`src/rtl/mem_port_arbiter.sv`:
```
// Shares one single-ported memory between instruction fetch and data load/store.
// Define ARB_STARVE_GUARD_EN to bound how many data grants can lock out a waiting fetch.
module mem_port_arbiter #(
  parameter int ADDR_W       = 32,
  parameter int DATA_W       = 32,
  parameter int MAX_D_STREAK = 4
) (
  input  logic              clock,
  input  logic              reset,
  input  logic              i_req,
  input  logic [ADDR_W-1:0] i_addr,
  output logic              i_gnt,
  output logic              i_valid,
  output logic [DATA_W-1:0] i_rdata,
  input  logic              d_req,
  input  logic              d_rw,
  input  logic [ADDR_W-1:0] d_addr,
  input  logic [DATA_W-1:0] d_wdata,
  input  logic [1:0]        d_size,
  output logic              d_gnt,
  output logic              d_valid,
  output logic [DATA_W-1:0] d_rdata,
  output logic              m_req,
  output logic              m_rw,
  output logic [ADDR_W-1:0] m_addr,
  output logic [DATA_W-1:0] m_wdata,
  output logic [1:0]        m_size,
  input  logic              m_ack,
  input  logic [DATA_W-1:0] m_rdata,
  output logic [1:0]        dbg_state
);

  localparam logic [1:0] ST_IDLE   = 2'd0;
  localparam logic [1:0] ST_I_BUSY = 2'd1;
  localparam logic [1:0] ST_D_BUSY = 2'd2;
  localparam logic [1:0] ST_TURN   = 2'd3;

  logic [1:0]        state_q, state_d;
  logic              i_gnt_q, i_gnt_d, d_gnt_q, d_gnt_d;
  logic              i_valid_q, i_valid_d, d_valid_q, d_valid_d;
  logic [DATA_W-1:0] i_rdata_q, i_rdata_d, d_rdata_q, d_rdata_d;
  logic              m_req_q, m_req_d, m_rw_q, m_rw_d;
  logic [ADDR_W-1:0] m_addr_q, m_addr_d;
  logic [DATA_W-1:0] m_wdata_q, m_wdata_d;
  logic [1:0]        m_size_q, m_size_d;
  logic              force_i, grant_i, grant_d;

`ifdef ARB_STARVE_GUARD_EN
  logic [3:0] streak_q, streak_d;
  // Once data has won MAX_D_STREAK times in a row against a waiting fetch, fetch goes next.
  assign force_i = (streak_q == 4'(MAX_D_STREAK)) && i_req && d_req;
`else
  assign force_i = 1'b0;
`endif

  assign grant_d = (state_q == ST_IDLE) && d_req && !force_i;
  assign grant_i = (state_q == ST_IDLE) && i_req && !grant_d;

  always_comb begin
    state_d   = state_q;
    i_gnt_d   = 1'b0;
    d_gnt_d   = 1'b0;
    i_valid_d = 1'b0;
    d_valid_d = 1'b0;
    i_rdata_d = i_rdata_q;
    d_rdata_d = d_rdata_q;
    m_req_d   = m_req_q;
    m_rw_d    = m_rw_q;
    m_addr_d  = m_addr_q;
    m_wdata_d = m_wdata_q;
    m_size_d  = m_size_q;
    case (state_q)
      ST_IDLE: begin
        if (grant_d) begin
          state_d   = ST_D_BUSY;
          d_gnt_d   = 1'b1;
          m_req_d   = 1'b1;
          m_rw_d    = d_rw;
          m_addr_d  = d_addr;
          m_wdata_d = d_wdata;
          m_size_d  = d_size;
        end else if (grant_i) begin
          state_d   = ST_I_BUSY;
          i_gnt_d   = 1'b1;
          m_req_d   = 1'b1;
          m_rw_d    = 1'b0;
          m_addr_d  = i_addr;
          m_wdata_d = '0;
          m_size_d  = 2'd2;
        end
      end
      ST_I_BUSY, ST_D_BUSY: begin
        if (m_ack) begin
          state_d = ST_TURN;
          m_req_d = 1'b0;
          m_rw_d  = 1'b0;
          if (state_q == ST_I_BUSY) begin
            i_valid_d = 1'b1;
            i_rdata_d = m_rdata;
          end else begin
            d_valid_d = 1'b1;
            if (!m_rw_q) d_rdata_d = m_rdata;
          end
        end
      end
      default: state_d = ST_IDLE;
    endcase
  end

`ifdef ARB_STARVE_GUARD_EN
  always_comb begin
    streak_d = streak_q;
    if (grant_d)      streak_d = i_req ? streak_q + 4'd1 : 4'd0;
    else if (grant_i) streak_d = 4'd0;
  end

  always_ff @(posedge clock) begin
    if (!reset) streak_q <= 4'd0;
    else        streak_q <= streak_d;
  end
`endif

  always_ff @(posedge clock) begin
    if (!reset) begin
      state_q   <= ST_IDLE;
      i_gnt_q   <= 1'b0;
      d_gnt_q   <= 1'b0;
      i_valid_q <= 1'b0;
      d_valid_q <= 1'b0;
      i_rdata_q <= '0;
      d_rdata_q <= '0;
      m_req_q   <= 1'b0;
      m_rw_q    <= 1'b0;
      m_addr_q  <= '0;
      m_wdata_q <= '0;
      m_size_q  <= 2'd0;
    end else begin
      state_q   <= state_d;
      i_gnt_q   <= i_gnt_d;
      d_gnt_q   <= d_gnt_d;
      i_valid_q <= i_valid_d;
      d_valid_q <= d_valid_d;
      i_rdata_q <= i_rdata_d;
      d_rdata_q <= d_rdata_d;
      m_req_q   <= m_req_d;
      m_rw_q    <= m_rw_d;
      m_addr_q  <= m_addr_d;
      m_wdata_q <= m_wdata_d;
      m_size_q  <= m_size_d;
    end
  end

  assign i_gnt     = i_gnt_q;
  assign d_gnt     = d_gnt_q;
  assign i_valid   = i_valid_q;
  assign d_valid   = d_valid_q;
  assign i_rdata   = i_rdata_q;
  assign d_rdata   = d_rdata_q;
  assign m_req     = m_req_q;
  assign m_rw      = m_rw_q;
  assign m_addr    = m_addr_q;
  assign m_wdata   = m_wdata_q;
  assign m_size    = m_size_q;
  assign dbg_state = state_q;

endmodule

```
`config.mk`:
```
export PLATFORM = sky130hd
export DESIGN_NAME = mem_port_arbiter
export DESIGN_NICKNAME = d
export VERILOG_FILES = /design/src/rtl/mem_port_arbiter.sv
export SDC_FILE = /design/constraint.sdc
export NUM_CORES = 1
export LEC_CHECK = 0
export CORE_ASPECT_RATIO = 0.5
export CORE_MARGIN = 3
export CORE_UTILIZATION = 30
export DETAILED_ROUTE_END_ITERATION = 10
export PLACE_DENSITY = 0.67
export SLEW_MARGIN = 20
export SYNTH_ARGS = -nofsm -noshare
export SYNTH_HDL_FRONTEND = slang
export SYNTH_SLANG_ARGS = --single-unit
```
`constraint.sdc`:
```
create_clock -name clock -period 3.6 [get_ports clock]
set_input_delay 0.9 -clock clock [delete_from_list [all_inputs] [get_ports clock]]
set_output_delay 0.9 -clock clock [all_outputs]
set_load 0.02 [all_outputs]
```
==> results.cfg <==
[detailed_routing]
postRouteAntennaNets = 0
drcViolationCount = 0
first_pass_iters = 4
wl_um = 17500
viasPerCell = 4.71
wl_per_cell_um = 16.3
vias = 5049
drt_iter0_markers = 264

[timing]
setup_viol = 0
final.min_clock_period_ps = 2470
finalHoldViolations = 0
relSlewSlack = 0.325
clock.fmax_mhz = 406
post-route-period-util = 0.685
finalSetupTns_ps = 0
fin_worst_skew_ps = 12.0
tightest_slew_ps = 1010
rsz0062_at_grt = no
drv_slew = 0

[pwr]
p_leak_nw = 3.14
p_total_mw = 5.90
cellPowerDensity_nw_per_um2 = 681
vdd_drop_max_mv = 0.389

[clocking]
htreeDepth = 4
post_cts_buffers = 0
cts_root_buf = clkbuf_16
clk-insertion-delay-late_ps = 410
clk_pin_slew_ps = 60
cts.path.max_buffers = 2
cts_tree = done
cts_sinks = 138
cts_hold_buf = 0
cts_buffers = 17
postCtsResizedCells = 0

[grt]
grt-ovfl-total = 0
grt_start_max_net_pins = 60
antenna_found_initial = 1
grt_pass1_wl_um = 27100
grt_pass1_vias = 5095
grt_use_total = 0.173

[die]
fp.dieH_um = 99.8
dieArea_sq_um = 19300
ios = 274
die_w_um = 194
rows = 33
coreArea_sq_um = 16800
initial_utilization = 0.314

[placement]
place_inst = 1039
portBuffers = 273
place_congestion = 0.752
post-dp-hpwl_um = 12500

[worst_setup_path]
critPathSlowestCell = nor2b_4
setup.worst_path.class = input port to register
cp_max_fo = 35
worstSetupEndpointType = register
cpPeakStageDelay_ps = 650
worstReg2RegEnd = d_rdata[14]
worstPathArrival_ps = 2810
critPathLaunchType = input port
required_ps = 3950
timing.rr.start = dbg_state[0]
path_cells = clkdlybuf4s50_1 > buf_4 > o21a_4 > nor2b_4 > a22o_1
r2r_cells = 5
r2r_slack_ps = 1490

[final_layout]
seq_area_sq_um = 2760
layout_common_cells = 272 x clkdlybuf4s50_1, 138 x dfxtp_1, 135 x nand2_1
nFillCells = 1552
fin_cells = 1072
num-nets-final = 971
final_common_cell = clkdlybuf4s50_1
area_growth_pct = 64.1
final_layout_size_suffix_gt1_frac = 0.0569
multi_input_area_sq_um = 2220

[job]
drv_cap = 0

[synthesis]
synthArstFlopShare = 0
ys_seq_area_frac = 0.523
synthAdderAreaFrac = 0.00948
postSynthAreaPerCell_sq_um = 9.10
synth_top_family_by_area = compound AO/OA/AOI/OAI gates
synth_edf_count = 0
synthFlopType = dfxtp_1
ys_ff_latch = 138
synth-simple-area-share = 0.141
synth_area_sq_um = 5280
synthesis.nets = 720
ys_types = 34
synth_mux_area_frac = 0.00190
synth_compound_area_frac = 0.268
postSynthCellCount = 580
synthXorXnorAreaFrac = 0
yosysWarnings = 0

[run_status]
status = finished clean

[min_path]
min_path_cells = 2
hold_path.class = register to register
worstHoldStart = d_rdata[17]
worstHoldEndpoint = d_rdata[17]
==> state kept, by name (all words and copies together), names as in the netlist <==
register and flops:
d_gnt 1, d_rdata 32, d_valid 1, dbg_state 2, i_gnt 1, i_rdata 32, i_valid 1, m_addr 32
m_req 1, m_rw 1, m_size 2, m_wdata 32
==> worst max path at each step <==
| stage | start | endpoint | slack [ps] |
|---|---|---|---|
| 2_1_floorplan | d_req | m_wdata[10] | 1830 |
| 3_3_place_gp | d_req | m_wdata[26] | 730 |
| 3_5_place_dp | d_req | m_wdata[8] | 720 |
| 4_1_cts | dbg_state[0] | dbg_state[0] | 1150 |
| 5_1_grt | d_req | m_wdata[0] | 1010 |
| 6_report | d_req | m_wdata[8] | 1130 |
==> power breakdown <==
| part | switching (mW) | internal [mW] |
|---|---|---|
| logic | 1.17 | 0.958 |
| clock network | 0.740 | 0.979 |
| registers | 0.182 | 1.87 |
| total | 2.09 | 3.81 |
==> Yosys cell counts (2+ instances only) <==
library cell / count / area share
a21boi_0: 34 / 0.048
a21boi_1: 30 / 0.043
a21oi_1: 32 / 0.030
a22o_1: 33 / 0.055
and3_1: 2 / 0.0024
buf_1: 3 / 0.0021
buf_2: 17 / 0.016
buf_4: 3 / 0.0043
buf_6: 8 / 0.017
clkbuf_1: 20 / 0.014
dfxtp_1: 138 / 0.52
ha_1: 4 / 0.0095
inv_1: 4 / 0.0028
nand2_1: 135 / 0.096
nor2_1: 31 / 0.022
nor2b_1: 4 / 0.0047
o21ai_0: 35 / 0.033
o22ai_1: 5 / 0.0059
o2bb2ai_1: 27 / 0.045
==> metrics by stage <==
step / worst slack, ps / util / hold WS, ps / cell area (sq um)
floorplan: 1830 / - / 531 / 5280
global placement: 734 / 0.481 / 442 / 8080
detailed placement: 717 / 0.481 / 447 / 8080
CTS: 1150 / 0.515 / 455 / 8660
global route: 1010 / 0.516 / 474 / 8660
finish: 1130 / 0.516 / 453 / 8660
==> layer usage <==
layer,track usage,up-vias,wire length (um)
met2,0.317,132,9120
met1,0.200,2396,7160
met4,0.0627,0,327
met3,0.0412,22,847
li1,-,2499,-
met5,0,-,0
==> critical path: cells and delay by family <==
kind	cells	cell delay, ps
and+or+nand+nor	1	650
buffers and inverters	2	670
AOI/OAI and AO/OA	2	580
==> logic make-up (layout without fill, tap and decap cells) <==
group / count (synthesis) / count (layout)
AOI/OAI and AO/OA: 200 / 200
adders and majority gates: 4 / 4
buffers and inverters: 55 / 319
DFF: 138 / 138
muxes: 1 / 1
other: 0 / 1
and+or+nand+nor: 182 / 182
==> final cells by class <==
cell class / count / area share
repair buffers: 283 / 0.324
flip-flops and latches: 138 / 0.319
multi-input cells: 387 / 0.256
clock buffers: 17 / 0.0491
well taps: 227 / 0.0328
clock inverters: 15 / 0.0178
inverters: 4 / 0.00173
diodes: 1 / 0.000289
Power figures use the tool's default switching activity.
